**src/rtl/lives_hud_pkg.sv**
```systemverilog
// Shared definitions for the lives HUD: FSM states, tile colours, banner geometry
// and a span hit-test helper. Optional feature macro: LIVES_HUD_BANNER_EN.
package lives_hud_pkg;

  typedef enum logic [1:0] {
    ST_IDLE  = 2'd0,
    ST_FLASH = 2'd1,
    ST_OVER  = 2'd2
  } hud_state_e;

  localparam logic [11:0] HEART_RGB  = 12'hF00;
  localparam logic [11:0] LOST_RGB   = 12'hFFF;
  localparam logic [11:0] BANNER_RGB = 12'hFF0;

  // Game-over banner rectangle, inclusive bounds
  localparam int unsigned BANNER_X0 = 224;
  localparam int unsigned BANNER_X1 = 415;
  localparam int unsigned BANNER_Y0 = 224;
  localparam int unsigned BANNER_Y1 = 255;

  // True when v lies in [lo, lo+len); 11-bit math so HUD coordinates never wrap
  function automatic logic in_span(input logic [10:0] v, input logic [10:0] lo,
                                   input logic [10:0] len);
    return (v >= lo) && (v < lo + len);
  endfunction

endpackage

```
**src/rtl/lives_hud_blinker.sv**
```systemverilog
// Frame timing for the lives HUD: frame-tick edge detector on (x,y)==(0,0),
// frame counter and blink phase with clear/enable controls.
module lives_hud_blinker
  import lives_hud_pkg::*;
#(
  parameter int unsigned BLINK_FRAMES = 8,
  parameter int unsigned CNT_W        = 6
) (
  input  logic             clk,
  input  logic             reset_n,
  input  logic [9:0]       x,
  input  logic [9:0]       y,
  input  logic             clr_i,
  input  logic             en_i,
  output logic             tick_o,
  output logic [CNT_W-1:0] frame_cnt_o,
  output logic             blink_ph_o
);

  logic             origin_q, origin_d;
  logic [CNT_W-1:0] frame_cnt_q, frame_cnt_d;
  logic             blink_ph_q, blink_ph_d;

  // Tick on the first clk at the origin; counter advances/toggles when enabled
  always_comb begin
    origin_d    = (x == '0) && (y == '0);
    tick_o      = origin_d && !origin_q;
    frame_cnt_d = frame_cnt_q;
    blink_ph_d  = blink_ph_q;
    if (clr_i) begin
      frame_cnt_d = '0;
      blink_ph_d  = 1'b1;
    end else if (en_i) begin
      // Counter wraps naturally; with power-of-two blink periods the phase stays aligned
      frame_cnt_d = frame_cnt_q + CNT_W'(1);
      if ((32'(frame_cnt_q) % BLINK_FRAMES) == (BLINK_FRAMES - 1))
        blink_ph_d = !blink_ph_q;
    end
  end

  // Timing state registers
  always_ff @(posedge clk) begin
    if (!reset_n) begin
      origin_q    <= 1'b0;
      frame_cnt_q <= '0;
      blink_ph_q  <= 1'b0;
    end else begin
      origin_q    <= origin_d;
      frame_cnt_q <= frame_cnt_d;
      blink_ph_q  <= blink_ph_d;
    end
  end

  assign frame_cnt_o = frame_cnt_q;
  assign blink_ph_o  = blink_ph_q;

endmodule

```
**src/rtl/lives_hud.sv**
```systemverilog
// Lives HUD layer: one heart tile per remaining life, blinking tile for the most
// recently lost life, registered pixel output (1-clk latency).
// Optional feature macro: LIVES_HUD_BANNER_EN (blinking game-over banner in OVER).
module lives_hud
  import lives_hud_pkg::*;
#(
  parameter int unsigned MAX_LIVES    = 5,
  parameter int unsigned HUD_X0       = 8,
  parameter int unsigned HUD_Y0       = 8,
  parameter int unsigned TILE_W       = 16,
  parameter int unsigned TILE_GAP     = 4,
  parameter int unsigned FLASH_FRAMES = 60,
  parameter int unsigned BLINK_FRAMES = 8
) (
  input  logic        clk,
  input  logic        reset_n,
  input  logic [9:0]  x,
  input  logic [9:0]  y,
  input  logic [2:0]  lives,
  input  logic        gameover,
  output logic        hud_on,
  output logic [11:0] hud_rgb
);

  localparam int unsigned CNT_W = $clog2(FLASH_FRAMES);

  hud_state_e       state_q, state_d;
  logic [2:0]       flash_idx_q, flash_idx_d;
  logic [2:0]       lives_prev_q, lives_prev_d;
  logic             hud_on_q, hud_on_d;
  logic [11:0]      hud_rgb_q, hud_rgb_d;

  logic             tick;
  logic             blk_clr, blk_en;
  logic [CNT_W-1:0] frame_cnt;
  logic             blink_ph;
  logic             loss, gain;
  logic [2:0]       lives_c;
  logic [10:0]      x11, y11;
  logic             row_hit;

  lives_hud_blinker #(
    .BLINK_FRAMES(BLINK_FRAMES),
    .CNT_W       (CNT_W)
  ) u_blinker (
    .clk        (clk),
    .reset_n    (reset_n),
    .x          (x),
    .y          (y),
    .clr_i      (blk_clr),
    .en_i       (blk_en),
    .tick_o     (tick),
    .frame_cnt_o(frame_cnt),
    .blink_ph_o (blink_ph)
  );

  assign loss    = lives < lives_prev_q;
  assign gain    = lives > lives_prev_q;
  assign lives_c = (lives > 3'(MAX_LIVES)) ? 3'(MAX_LIVES) : lives;
  assign x11     = {1'b0, x};
  assign y11     = {1'b0, y};
  assign row_hit = in_span(y11, 11'(HUD_Y0), 11'(TILE_W));

  // Next state: gameover first, then gain, then loss, then flash timeout / OVER exit
  always_comb begin
    state_d      = state_q;
    flash_idx_d  = flash_idx_q;
    lives_prev_d = lives;
    blk_clr      = 1'b0;
    blk_en       = 1'b0;
    if (gameover) begin
      state_d = ST_OVER;
      if (state_q != ST_OVER) blk_clr = 1'b1;
`ifdef LIVES_HUD_BANNER_EN
      else blk_en = tick;
`endif
    end else if (gain) begin
      state_d = ST_IDLE;
      blk_clr = 1'b1;
    end else if (loss) begin
      state_d     = ST_FLASH;
      flash_idx_d = lives;
      blk_clr     = 1'b1;
    end else begin
      case (state_q)
        ST_FLASH: begin
          if (tick) begin
            if (frame_cnt == CNT_W'(FLASH_FRAMES - 1)) state_d = ST_IDLE;
            else blk_en = 1'b1;
          end
        end
        ST_OVER: state_d = ST_IDLE;
        default: state_d = state_q;
      endcase
    end
  end

  // Pixel hit-test for heart tiles (and banner when enabled)
  always_comb begin
    hud_on_d  = 1'b0;
    hud_rgb_d = '0;
    if (state_q != ST_OVER && row_hit) begin
      for (int unsigned i = 0; i < MAX_LIVES; i++) begin
        if (in_span(x11, 11'(HUD_X0 + i * (TILE_W + TILE_GAP)), 11'(TILE_W))) begin
          if (3'(i) < lives_c) begin
            hud_on_d  = 1'b1;
            hud_rgb_d = HEART_RGB;
          end else if (state_q == ST_FLASH && flash_idx_q == 3'(i) && blink_ph) begin
            hud_on_d  = 1'b1;
            hud_rgb_d = LOST_RGB;
          end
        end
      end
    end
`ifdef LIVES_HUD_BANNER_EN
    if (state_q == ST_OVER && blink_ph &&
        x11 >= 11'(BANNER_X0) && x11 <= 11'(BANNER_X1) &&
        y11 >= 11'(BANNER_Y0) && y11 <= 11'(BANNER_Y1)) begin
      hud_on_d  = 1'b1;
      hud_rgb_d = BANNER_RGB;
    end
`endif
  end

  // FSM, history and output registers
  always_ff @(posedge clk) begin
    if (!reset_n) begin
      state_q      <= ST_IDLE;
      flash_idx_q  <= '0;
      lives_prev_q <= 3'(MAX_LIVES);
      hud_on_q     <= 1'b0;
      hud_rgb_q    <= '0;
    end else begin
      state_q      <= state_d;
      flash_idx_q  <= flash_idx_d;
      lives_prev_q <= lives_prev_d;
      hud_on_q     <= hud_on_d;
      hud_rgb_q    <= hud_rgb_d;
    end
  end

  assign hud_on  = hud_on_q;
  assign hud_rgb = hud_rgb_q;

endmodule

```
**config.mk**
```make
export PLATFORM = sky130hd
export DESIGN_NAME = lives_hud
export DESIGN_NICKNAME = d
export VERILOG_FILES = /design/src/rtl/lives_hud_pkg.sv /design/src/rtl/lives_hud_blinker.sv /design/src/rtl/lives_hud.sv
export SDC_FILE = /design/constraint.sdc
export NUM_CORES = 1
export LEC_CHECK = 0
export CORE_MARGIN = 3
export CORE_UTILIZATION = 45
export DETAILED_ROUTE_END_ITERATION = 16
export PLACE_DENSITY = 0.77
export SYNTH_ARGS = -nofsm -noshare
export SYNTH_HDL_FRONTEND = slang
export SYNTH_SLANG_ARGS = --single-unit
```
**constraint.sdc**
```tcl
create_clock -name clk -period 2.1 [get_ports clk]
set_input_delay 0.42 -clock clk [delete_from_list [all_inputs] [get_ports clk]]
set_output_delay 0.42 -clock clk [all_outputs]
set_load 0.02 [all_outputs]
```
======== After elaboration in Yosys (flattened, before gate mapping) ========
Index checks and enable logic that the tools add are counted.
storage, ports and cells
  word-level logic and storage cells ...... 133
  register bits ........................... 29
  input port bits ......................... 26
  output and inout bits ................... 13
operators by class
  bitwise logic cells ..................... 3
  reduce and logical (&&, ||, !) cells .... 35
  equal/unequal tests ..................... 13
  muxes and demuxes ....................... 52
  add/subtract/negate cells ............... 1
  $lt $le $gt $ge ......................... 20
operators with widths
  kind                                                                    count
  12-bit two-way mux                                                      16
  10-bit by 7-bit < comparator with 1-bit output, second input constant   3
  1-bit two-way mux                                                       29
  10-bit by 4-bit >= comparator with 1-bit output, second input constant  2
  10-bit by 7-bit >= comparator with 1-bit output, second input constant  2
  10-bit zero test                                                        2
  10-bit by 5-bit < comparator with 1-bit output, second input constant   2
  1-bit logical AND                                                       19
  10-bit by 5-bit >= comparator with 1-bit output, second input constant  1
  10-bit by 6-bit >= comparator with 1-bit output, second input constant  1
  10-bit by 6-bit < comparator with 1-bit output, second input constant   1
  2-bit two-way mux                                                       5
  5-bit inequality test, second input constant                            2
  3-bit AND reduction                                                     3
  6-bit by 1-bit adder with 6-bit output, second input constant           1
  3-bit by 2-bit equality test with 1-bit output, second input constant   2
  3-bit equality test, second input constant                              2
  6-bit equality test, second input constant                              1
  1-bit by 3-bit < comparator with 1-bit output, first input constant     2
  2-bit by 3-bit < comparator with 1-bit output, first input constant     2
  3-bit inequality test, second input constant                            2
  5-bit nonzero test                                                      1
  2-bit one-hot mux with 2 select lines                                   1
  2-bit AND reduction                                                     2
  16 further kinds                                                        20

======== Longest topological paths before layout ========
Gate-level depths: netlist of run 1.
  depth after elaboration ................. 19
  mapped depth ............................ 8

======== Hierarchy ========
From an unflattened synthesis of run 1, not the netlist that was laid out.
unflattened totals
  cell total of the unflattened synthesis .. 156
  area total of the unflattened synthesis .. 1307.5 um2
by module, submodules not included
  module             instances  seq. area each (um2)  cells each  area each (um2)
  lives_hud          1          200.2                 115         912.1
  lives_hud_blinker  1          160.2                 41          395.4

======== Least setup slack after synthesis of run 1 ========
Ideal clock, no wire load.
  path type ............................... in2reg
  start point ............................. in y[5]
  end point ............................... reg u_blinker.frame_cnt_q[5], in the netlist u_blinker.frame_cnt_o[5]
  buffers on the path ..................... 1
  stages .................................. 6
  arrival ................................. 1.819 ns
  required time ........................... 2.030 ns
  path slack .............................. 0.211 ns
  path through ............................ or4_4 -> nor3_4 -> nand4_2 -> buf_6 -> or3_1 -> a21oi_1
on the way
  word-level cells in the longest chain between the ends .. 8
ends and longest elaborated chain
  what                  line                     text
  from (decl)           lives_hud.sv:18          input logic [9:0] y,
  10-bit zero test      lives_hud_blinker.sv:26  origin_d = (x == '0) && (y == '0);
  1-bit logical AND     lives_hud_blinker.sv:26
  1-bit logical AND     lives_hud_blinker.sv:27  tick_o = origin_d && !origin_q;
  1-bit two-way mux     lives_hud.sv:87          if (tick) begin
  1-bit two-way mux     lives_hud.sv:85          case (state_q)
  1-bit two-way mux     lives_hud.sv:80          end else if (loss) begin
  1-bit two-way mux     lives_hud.sv:77          end else if (gain) begin
  1-bit two-way mux     lives_hud.sv:71          if (gameover) begin
  to (signal assigned)  lives_hud_blinker.sv:49  frame_cnt_q <= frame_cnt_d;
  to (decl)             lives_hud_blinker.sv:21  logic [CNT_W-1:0] frame_cnt_q, frame_cnt_d;
Every way passes these cells.
A chain may end at the register's enable or synchronous reset.

======== Worst setup path in the final report of run 1 ========
  start point ............................. in x[8]
  end point ............................... reg hud_rgb_q[7], in the netlist hud_rgb[7]
on the way
  word-level cells in the longest chain between the ends .. 16
ends and longest elaborated chain
  what                                                                                                                      line                 text
  from (decl)                                                                                                               lives_hud.sv:17      input logic [9:0] x,
  10-bit by 4-bit >= comparator with 1-bit output / 10-bit by 5-bit < comparator with 1-bit output (equally long branches)  lives_hud_pkg.sv:24  return (v >= lo) && (v < lo + len);
  1-bit logical AND                                                                                                         lives_hud_pkg.sv:24
  12-bit two-way mux                                                                                                        lives_hud.sv:104     if (in_span(x11, 11'(HUD_X0 + i * (TILE_W + TILE_GAP)), 11'(TILE_W))) begin
  12-bit two-way mux                                                                                                        lives_hud.sv:102     if (state_q != ST_OVER && row_hit) begin
  12-bit two-way mux                                                                                                        lives_hud.sv:108     end else if (state_q == ST_FLASH && flash_idx_q == 3'(i) && blink_ph) begin
  12-bit two-way mux                                                                                                        lives_hud.sv:105     if (3'(i) < lives_c) begin
  12-bit two-way mux                                                                                                        lives_hud.sv:104
  12-bit two-way mux                                                                                                        lives_hud.sv:108
  12-bit two-way mux                                                                                                        lives_hud.sv:105
  12-bit two-way mux                                                                                                        lives_hud.sv:104
  12-bit two-way mux                                                                                                        lives_hud.sv:108
  12-bit two-way mux                                                                                                        lives_hud.sv:105
  12-bit two-way mux                                                                                                        lives_hud.sv:104
  12-bit two-way mux                                                                                                        lives_hud.sv:108
  12-bit two-way mux                                                                                                        lives_hud.sv:105
  12-bit two-way mux (*)                                                                                                    lives_hud.sv:104
  to (signal assigned)                                                                                                      lives_hud.sv:138     hud_rgb_q <= hud_rgb_d;
  to (decl)                                                                                                                 lives_hud.sv:31      logic [11:0] hud_rgb_q, hud_rgb_d;
Every way passes the cells marked *; elsewhere a longest branch is shown, timed or not. The select of a mux whose other input is x is not followed.

==> metrics.yaml, run 1 <==
global_route:
  grt_pass1_vias: 1391
  antenna_found_initial: 0
  grt_usage_pct: 21.01
  grt_pass1_wl_mm: 5.692
  grt_overflow: 0
  grt_max_degree: 11
min_path:
  holdPathEnd: "u_blinker.frame_cnt_o[5]$_SDFFE_PP0P_"
  min_from: "u_blinker.frame_cnt_o[5]$_SDFFE_PP0P_"
  hold_path_class: "reg2reg"
  min_path_cells: 2
routing:
  wirelength_mm: 3.842
  dr.pass1.iters: 4
  drc: 0
  avgViaCountPerCell: 5.833
  num_vias: 1365
  drtIter0Drc: 55
  ant_nets: 0
  wl_per_cell_um: 16.42
clocking:
  cts_buffer_depth: 2
  clock-sinks: 18
  clkTransAtPathRegs_ns: 0.10
  htree_levels: 1
  insertion_delay_ns: 0.28
  numCtsBuffers: 3
  cts_tree: "done"
  cts_root_buf: "clkbuf_4"
sta:
  slew_violations: 0
  tightest_slew_ns: 0.3737
  fin_tns_setup_ns: 0
  min_period_ns: 2.081
  timing.fmax_mhz: 480.6
  finalCritPeriodShare_pct: 99.08
  maxSlewHeadroom_pct: 75.00
  skew_ns: 0.0005327
  setup_violations: 0
  finalHoldViolCount: 0
setup_path:
  critPathKind: "in2reg"
  start_kind: "input pin"
  ff2ff_path_depth: 7
  cp-startpoint: "x[8]"
  rrSetupSlack_ns: 0.29
  path_max_fanout: 3
  cp-end-kind: "flip-flop"
  r2r_start: "lives_prev_q[2]$_SDFF_PN1_"
  cp.arrival_ns: 2.30
  worst-endpoint-required_ns: 2.32
  r2r_end: "u_blinker.blink_ph_o$_SDFFE_PN0P_"
synth:
  synth_top_family_by_area: "simple AND/OR/NAND/NOR gates"
  yosys.area_share.adder_pct: 4.907
  synth.area.mux_share_pct: 3.925
  synth.avg_cell_area_um2: 8.444
  synthArstFlopShare_pct: 0
  synth-xor-area-share_pct: 1.374
  synth_seq_cells: 18
  synth-compound-area-share_pct: 18.55
  synth_edf_count: 0
  synth-simple-area-share_pct: 32.97
  synth-main-ff-cell: "dfxtp_1"
  ys_warn_count: 0
  syn_inst: 151
  synth_area_um2: 1275
  syn-num-nets: 182
  ys_seq_area_share_pct: 28.26
  synth_cell_types: 52
final_layout:
  syn2layout_area_growth_pct: 51.52
  stdcell_area_um2: 1932
  diodes: 0
  num-nets-final: 236
  final_cell_count_no_fill: 234
  drive_above_1_share_pct: 24.51
  fillers: 174
placement:
  hpwl_mm: 2.806
  port_buffers: 38
  placedCellCount: 228
  place.gp.congestion: 0.8683
  placed_cell_area_um2: 1764
floorplan:
  die_h_um: 59.23
  rows: 18
  die_area_um2: 3508
  start_util_pct: 49.23
  ios: 39
  dieWidth_um: 59.23
  core_um2: 2590
power_and_ir_drop:
  leakagePower_nw: 0.7891
  ir_worst_vdd_uv: 463.2
  p_per_area_nw_per_um2: 399.7
run_status:
  status: "completed"
flow_run:
  drv_cap: 0
-- cells by family after synthesis --
| kind of cell | after synthesis |
|---|---|
| AOI/OAI and AO/OA | 31 |
| xor gates and xnor gates | 2 |
| adders and majority gates | 5 |
| buffers and inverters | 21 |
| DFF | 18 |
| muxes | 5 |
| and+or+nand+nor | 69 |
-- cell type report --
| cell class | count | area (um^2) | share of cell area [%] |
|---|---|---|---|
| repair buffers | 63 | 586.8 | 30.38 |
| inverters | 7 | 26.28 | 1.360 |
| well taps | 30 | 37.54 | 1.943 |
| flip-flops and latches | 18 | 360.3 | 18.65 |
| clock buffers | 4 | 36.28 | 1.878 |
| multi-input cells | 112 | 884.6 | 45.79 |
-- power breakdown --
group	switching [W]	internal (W)
Combinational	0.0000884	0.000112
Clock	0.000103	0.000105
Sequential	0.0000115	0.000352
-- through the flow --
| step | hold WS (ns) | power (W) | util [%] | setup slack [ns] |
|---|---|---|---|---|
| final | 0.5093 | 0.0007722 | 74.59 | 0.01923 |
| after global routing | 0.5034 | 0.0008108 | 74.59 | -0.01662 |
| after CTS | 0.4933 | 0.0007574 | 69.90 | 0.02163 |
| after detailed placement | 0.4785 | 0.0005464 | 68.12 | -0.3514 |
| after global placement | 0.4664 | 0.0005392 | 68.12 | -0.3626 |
| after floorplan | 0.4584 | 0.0004368 | - | 0.2111 |
-- synthesized netlist by cell type (3+ instances only) --
cell type,number,area [um^2]
dfxtp_1,18,360.4
nor2_1,12,45.04
buf_4,11,82.58
inv_1,7,26.28
nor3_1,7,35.03
a21oi_1,6,30.03
nand2_1,6,22.52
nand3_1,6,30.03
or3_1,6,37.54
ha_1,5,62.56
mux2i_1,5,50.05
nand2b_1,5,31.28
o21ai_0,5,25.02
nand4b_1,3,26.28
nor2b_1,3,18.77
nor3b_1,3,22.52
nor4_1,3,18.77
-- worst max-delay path by stage --
stage	end	depth (start not counted)
6_report	hud_rgb[7]$_SDFF_PN0_	6
5_1_grt	u_blinker.blink_ph_o$_SDFFE_PN0P_	7
4_1_cts	hud_rgb[7]$_SDFF_PN0_	6
3_5_place_dp	u_blinker.frame_cnt_o[4]$_SDFFE_PP0P_	8
3_3_place_gp	hud_rgb[7]$_SDFF_PN0_	6
2_1_floorplan	u_blinker.frame_cnt_o[5]$_SDFFE_PP0P_	6
-- flip-flops by register name, summed over array words and instances (netlist names) --
| name | count |
|---|---|
| u_blinker.frame_cnt_o | 6 |
| flash_idx_q | 3 |
| lives_prev_q | 3 |
| state_q | 2 |
| hud_on | 1 |
| hud_rgb | 1 |
| u_blinker.blink_ph_o | 1 |
| u_blinker.origin_q | 1 |
-- placed cells by master, fill, tap and decap left out, types with 2 or more instances in the layout --
master | netlist | routed
or3_1 | 6 | 4
and4_1 | 2 | 2
or3_4 | 0 | 2
inv_1 | 7 | 6
a211oi_1 | 2 | 2
ha_1 | 5 | 3
a21oi_1 | 6 | 3
buf_4 | 11 | 24
a31oi_1 | 2 | 2
nand2b_1 | 5 | 5
nand2_1 | 6 | 6
o21ai_1 | 0 | 2
mux2i_1 | 5 | 5
nor2b_1 | 3 | 3
clkbuf_4 | 0 | 3
clkdlybuf4s50_1 | 0 | 32
dlymetal6s2s_1 | 0 | 6
dfxtp_1 | 18 | 18
nand3_1 | 6 | 5
nor2_1 | 12 | 11
and2_1 | 2 | 2
a21oi_2 | 0 | 3
nor3b_1 | 3 | 2
o21ai_0 | 5 | 2
ha_4 | 0 | 2
nor4_1 | 3 | 2
nor3_1 | 7 | 6
nand4b_1 | 3 | 3
-- layer usage --
metal	routed length, um	GRT usage [%]	vias up
met5	0	0	-
met4	96	7.767	0
met3	143	3.486	10
met2	2027	40.72	33
met1	1574	22.10	660
li1	-	-	662
-- critical path: stages --
cell and delay, ns:
clkdlybuf4s50_1 0.47, or4_1 0.64, nor3_2 0.23, nand3_1 0.11
a32oi_1 0.20, o311a_1 0.23
-- repair_timing --
item / in CTS / in global routing
endpoints found under the setup margin: 5 / 12
pin swaps: 1 / 14
hold buffers: 0 / 0
gates resized for setup: 2 / 26
buffers inserted: 0 / 2
Note: power is estimated with default switching activity, not from simulation.
==> run 2: changes to the inputs <==
- clock period: 2.1 -> 1.97 ns (I/O delays scaled with it)
==> run 2 against run 1 <==
Via count decreased by 0.29%; non-clock buffer count increased by 2; routed wire length decreased by 6.0%; setup slack improved by 0.068 ns; critical path type unchanged; critical endpoint is now u_blinker.blink_ph_o$_SDFFE_PN0P_.
==> metrics.yaml, run 2 (synthesized netlist as in run 1, its figures left out) <==
clocking:
  cts_buffer_depth: 2  # unchanged
  clkTransAtPathRegs_ns: 0.11  # about the same
  numCtsBuffers: 3  # unchanged
  htree_levels: 1  # unchanged
  cts_root_buf: "clkbuf_4"
  cts_tree: "done"
  insertion_delay_ns: 0.30  # +0.02 ns
  clock-sinks: 18  # unchanged
routing:
  dr.pass1.iters: 4  # unchanged
  wl_per_cell_um: 15.37  # -6.4%
  drc: 0  # unchanged
  drtIter0Drc: 53  # -3.6%
  avgViaCountPerCell: 5.791  # -0.72%
  num_vias: 1361  # -0.29%
  wirelength_mm: 3.612  # -6.0%
  ant_nets: 0  # unchanged
sta:
  fin_tns_setup_ns: 0  # unchanged
  timing.fmax_mhz: 531.0
  min_period_ns: 1.883
  finalCritPeriodShare_pct: 95.59
  skew_ns: 0.01054  # +0.01000 ns
  finalHoldViolCount: 0  # unchanged
  rsz0062_at_grt: "false"
  finalWorstSetupSlack_ns: 0.08693  # +0.06770 ns
  tightest_slew_ns: 0.3329  # -0.04081 ns
  slew_violations: 0  # unchanged
  setup_violations: 0  # unchanged
  maxSlewHeadroom_pct: 77.76  # +2.8 points
floorplan:
  dieWidth_um: 59.23  # unchanged
  ios: 39  # unchanged
  rows: 18  # unchanged
  die_h_um: 59.23  # unchanged
  start_util_pct: 49.23  # unchanged
  core_um2: 2590  # unchanged
  die_area_um2: 3508  # unchanged
global_route:
  grt_max_degree: 10  # -1
  grt_pass1_vias: 1301  # -6.5%
  grt_pass1_wl_mm: 5.568  # -2.2%
  grt_usage_pct: 20.85  # -0.15 points
  grt_overflow: 0  # unchanged
  antenna_found_initial: 0  # unchanged
run_status:
  status: "completed"
power_and_ir_drop:
  p_per_area_nw_per_um2: 410.3  # +2.7%
  ir_worst_vdd_uv: 353.8  # -24%
  leakagePower_nw: 0.7879  # -0.15%
final_layout:
  num-nets-final: 238  # +0.85%
  fin_util_pct: 73.38  # -1.2 points
  final_common_cell: "clkdlybuf4s50_1"
  syn2layout_area_growth_pct: 49.07
  stdcell_area_um2: 1901  # -1.6%
  drive_above_1_share_pct: 22.93  # -1.6 points
  mostFrequentLayoutCells: "clkdlybuf4s50_1 (28), buf_4 (27), dfxtp_1 (18)"
  final_cell_count_no_fill: 235  # +0.43%
  fillers: 208  # +20%
  diodes: 0  # unchanged
  largest_reg_flops: 6  # unchanged
placement:
  port_buffers: 38  # unchanged
  dpl_worst_slack_ns: -0.5131  # -0.1616 ns
  hpwl_mm: 2.784  # -0.77%
  placedCellCount: 230  # +0.88%
  placed_cell_area_um2: 1779  # +0.85%
  place.gp.congestion: 0.7957  # -8.4%
min_path:
  hold_path_class: "reg2reg"
  holdPathEnd: "u_blinker.frame_cnt_o[5]$_SDFFE_PP0P_"
  min_from: "u_blinker.frame_cnt_o[5]$_SDFFE_PP0P_"
  min_path_cells: 2  # unchanged
setup_path:
  cp-end-kind: "flip-flop"
  critPathKind: "in2reg"
  ff2ff_path_depth: 7  # unchanged
  path_max_fanout: 7  # +4
  rrSetupSlack_ns: 0.18  # -0.11 ns
  start_kind: "input pin"
  worst-endpoint-required_ns: 2.19  # -0.13 ns
  cp.arrival_ns: 2.11  # -0.19 ns
  r2r_end: "u_blinker.blink_ph_o$_SDFFE_PN0P_"
  r2r_start: "lives_prev_q[2]$_SDFF_PN1_"
flow_run:
  drv_cap: 0  # unchanged
## run 2: changes by cell type in the layout (fill, tap and decap cells not counted), moves of 2 or more
cell             before  now
or3_1                 4    6
o21ai_0               2    4
buf_4                24   27
a21oi_2               3    0
or3_4                 2    0
a21oi_1               3    6
dlygate4sd2_1         0    5
clkdlybuf4s50_1      32   28
## run 2: critical path, cell delays in order
cell and delay, ns:
dlygate4sd2_1 0.23, or4_4 0.56, nor3_4 0.25, nand4_4 0.16, or3_1 0.38, a31oi_1 0.14
## run 2: how the worst max path moves through the flow
stage | startpoint | end | slack, ns | depth (start not counted)
after floorplan | y[5] | u_blinker.frame_cnt_o[5]$_SDFFE_PP0P_ | 0.11 | 6
after global placement | y[5] | hud_rgb[7]$_SDFF_PN0_ | -0.51 | 6
after detailed placement | y[5] | hud_rgb[7]$_SDFF_PN0_ | -0.51 | 6
after CTS | lives[2] | u_blinker.blink_ph_o$_SDFFE_PN0P_ | 0.009 | 7
after global routing | y[8] | u_blinker.blink_ph_o$_SDFFE_PN0P_ | 0.003 | 6
final | y[8] | u_blinker.blink_ph_o$_SDFFE_PN0P_ | 0.09 | 6
## run 2: area by class of cell
type,instances,area [um^2],share of cell area (%)
well taps,30,37.54,1.975
clock buffers,3,22.52,1.185
repair buffers,65,589.3,31.01
multi-input cells,112,864.6,45.49
inverters,7,26.28,1.382
flip-flops and latches,18,360.3,18.96
## run 2: repair_timing
action | in CTS | in global routing
pin swaps | 9 | 8
gates resized for setup | 14 | 11
buffers inserted | 1 | 1
hold buffers | 0 | 0
endpoints found under the setup margin | 11 | 9
## run 2: metal layers
layer / GRT usage, % / wire length [um] / up-vias
met5: 0 / 0 / -
met4: 7.767 / 84 / 0
met3: 4.139 / 212 / 11
met2: 39.16 / 1896 / 46
met1: 22.58 / 1419 / 639
li1: - / - / 665
## run 2: per-stage QoR
| stage | total power, W | hold WS [ns] |
|---|---|---|
| after floorplan | 0.0004656 | 0.4584 |
| after global placement | 0.0005781 | 0.4736 |
| after detailed placement | 0.0005841 | 0.4857 |
| after CTS | 0.0007688 | 0.5033 |
| after global routing | 0.0008208 | 0.5133 |
| final | 0.0007799 | 0.5011 |
## run 2: power breakdown
part	total, W	internal, W	switching (W)
clock network	0.000186	0.0000713	0.000114
logic	0.000209	0.000118	0.0000911
registers	0.000386	0.000375	0.0000103
total	0.000780	0.000564	0.000216
==> run 3: changes to the inputs <==
- CORE_ASPECT_RATIO: unset -> 1.75
==> run 3 against run 2 <==
Combinational power about the same; sequential power hardly changed; register-to-register slack gained 0.02 ns; via count decreased by 0.29%; routed wire length increased by 4.0%; final cell count is 1.3% lower; worst hold slack improved by 0.017 ns; clock-buffer cell count is 1 higher; largest power group unchanged.
==> metrics.yaml, run 3 (synthesized netlist as in run 1, its figures left out) <==
clocking:
  cts_buffer_depth: 2  # unchanged
  numCtsBuffers: 3  # unchanged
  clkTransAtPathRegs_ns: 0.08  # -0.03 ns
  clock-sinks: 18  # unchanged
  htree_levels: 1  # unchanged
  cts_tree: "done"
  insertion_delay_ns: 0.26  # -0.04 ns
  cts_root_buf: "clkbuf_8"
power_and_ir_drop:
  p_per_area_nw_per_um2: 464.3  # +13%
  ir_worst_vdd_uv: 483.3  # +37%
  finalPower_w: 0.0009028  # +16%
  swShare_pct: 26.04  # -1.6 points
  p_comb_share_pct: 23.0  # -3.8 points
  leakagePower_nw: 0.7975  # +1.2%
  power_frac_seq_pct: 42.8  # -6.7 points
  power_switching_w: 0.0002351  # +9.0%
  clkPwrFrac_pct: 34.2  # +10 points
  internal_power_w: 0.0006677  # +18%
routing:
  drc: 0  # unchanged
  avgViaCountPerCell: 5.849  # +1.0%
  ant_nets: 0  # unchanged
  wirelength_mm: 3.758  # +4.0%
  drtIter0Drc: 32  # -40%
  dr.pass1.iters: 4  # unchanged
  num_vias: 1357  # -0.29%
  wl_per_cell_um: 16.20  # +5.4%
floorplan:
  die_area_um2: 3533  # +0.71%
  dieWidth_um: 46.24  # -22%
  core_um2: 2582  # -0.29%
  rows: 24  # +6
  start_util_pct: 49.37  # +0.14 points
  ios: 39  # unchanged
  die_h_um: 76.42  # +29%
setup_path:
  path_buf_inv: 3  # +2
  cp.arrival_ns: 2.00  # -0.11 ns
  worstPathCellList: "clkdlybuf4s50_1, buf_4, buf_4, nor3b_1, o2111a_1, a211oi_2, o311a_1"
  cp-end-kind: "flip-flop"
  cpMaxStageDelayCell: "clkdlybuf4s50_1"
  worst-endpoint-required_ns: 2.10  # -0.09 ns
  start_kind: "input pin"
  path_max_fanout: 6  # -1
  critPathKind: "in2reg"
  cp_slowest_stage_delay_ns: 0.42  # -0.14 ns
  crit_top_cell: "buf_4"
  critical_path.top_delay_family: "buffers and inverters"
sta:
  finalHoldViolCount: 0  # unchanged
  min_period_ns: 1.870  # -0.01345 ns
  maxSlewHeadroom_pct: 78.21  # +0.44 points
  finalWorstSetupSlack_ns: 0.1004  # +0.01345 ns
  fin_tns_setup_ns: 0  # unchanged
  rsz0062_at_grt: "false"
  slew_violations: 0  # unchanged
  tightest_slew_ns: 0.3263  # -0.006588 ns
  whs_ns: 0.5184  # +0.01734 ns
  skew_ns: 0.01312  # +0.002586 ns
  timing.fmax_mhz: 534.9  # +0.72%
  finalCritPeriodShare_pct: 94.90  # -0.68 points
  setup_violations: 0  # unchanged
global_route:
  grt_overflow: 0  # unchanged
  grt_max_degree: 11  # +1
  grt_pass1_wl_mm: 6.051  # +8.7%
  antenna_found_initial: 0  # unchanged
  grt_pass1_vias: 1430  # +9.9%
  grt_usage_pct: 22.57  # +1.7 points
run_status:
  status: "completed"
final_layout:
  mostFrequentLayoutCells: "clkdlybuf4s50_1 (27), buf_4 (27), dfxtp_1 (18)"
  drive_above_1_share_pct: 23.79  # +0.86 points
  syn2layout_area_growth_pct: 52.50
  fin_util_pct: 75.29  # +1.9 points
  diodes: 0  # unchanged
  num-nets-final: 238  # unchanged
  largest_reg_flops: 6  # unchanged
placement:
  dpl_worst_slack_ns: -0.5006  # +0.01246 ns
  port_buffers: 38  # unchanged
  hpwl_mm: 2.901  # +4.2%
  place.gp.congestion: 0.8471  # +6.5%
flow_run:
  drv_cap: 0  # unchanged
min_path:
  hold_path_class: "reg2reg"
==> run 3: layout make-up <==
class                           count  area, um^2
Tap cell                           26       32.53
Multi-Input combinational cell    112       885.9
Inverter                            7       26.28
Timing Repair Buffer               65       584.3
Sequential cell                    18       360.3
Fill cell                         184       638.1
Clock buffer                        4       55.05
==> run 3: timing repair <==
action,in CTS,in global routing
setup buffers,4,0
gates resized for setup,23,9
pin swaps,12,8
hold buffers,0,0
setup endpoints to repair,12,13
==> run 3: final timing paths <==
kind,startpoint,end,slack (ns),depth (start not counted)
max,x[3],hud_rgb[7]$_SDFF_PN0_,0.10,7
min reg2reg,u_blinker.frame_cnt_o[4]$_SDFFE_PP0P_,u_blinker.frame_cnt_o[4]$_SDFFE_PP0P_,0.52,2
max reg2reg,lives_prev_q[2]$_SDFF_PN1_,u_blinker.frame_cnt_o[3]$_SDFFE_PP0P_,0.20,7
min,u_blinker.frame_cnt_o[4]$_SDFFE_PP0P_,u_blinker.frame_cnt_o[4]$_SDFFE_PP0P_,0.52,2
==> run 3: worst min-delay path, delay by kind of cell (launching register included) <==
family / cells / cell delay (ns)
AOI/OAI and AO/OA: 2 / 0.14
DFF: 1 / 0.33
==> run 3: per-stage QoR <==
stage | cell area [um^2] | std cells
2_1_floorplan | 1275 | 151
6_report | 1944 | 232
4_1_cts | 1898 | 232
5_1_grt | 1944 | 232
3_3_place_gp | 1759 | 224
3_5_place_dp | 1759 | 224
==> run 3: power by group through the flow <==
stage	sequential, W	clock (W)	combinational [W]
finish	0.000386	0.000309	0.000207
CTS	0.000386	0.000308	0.000199
global placement	0.000394	0	0.000182
global route	0.000388	0.000324	0.000224
detailed placement	0.000394	0	0.000187
floorplan	0.000391	0	0.0000747
==> run 3: metal layers <==
metal / global-route usage (%) / part of all wire, % / up-vias
met2: 42.54 / 57 / 39
met5: 0 / 0 / -
met1: 21.65 / 36 / 639
met4: 11.68 / 2.8 / 0
met3: 1.891 / 3.6 / 11
li1: - / - / 668
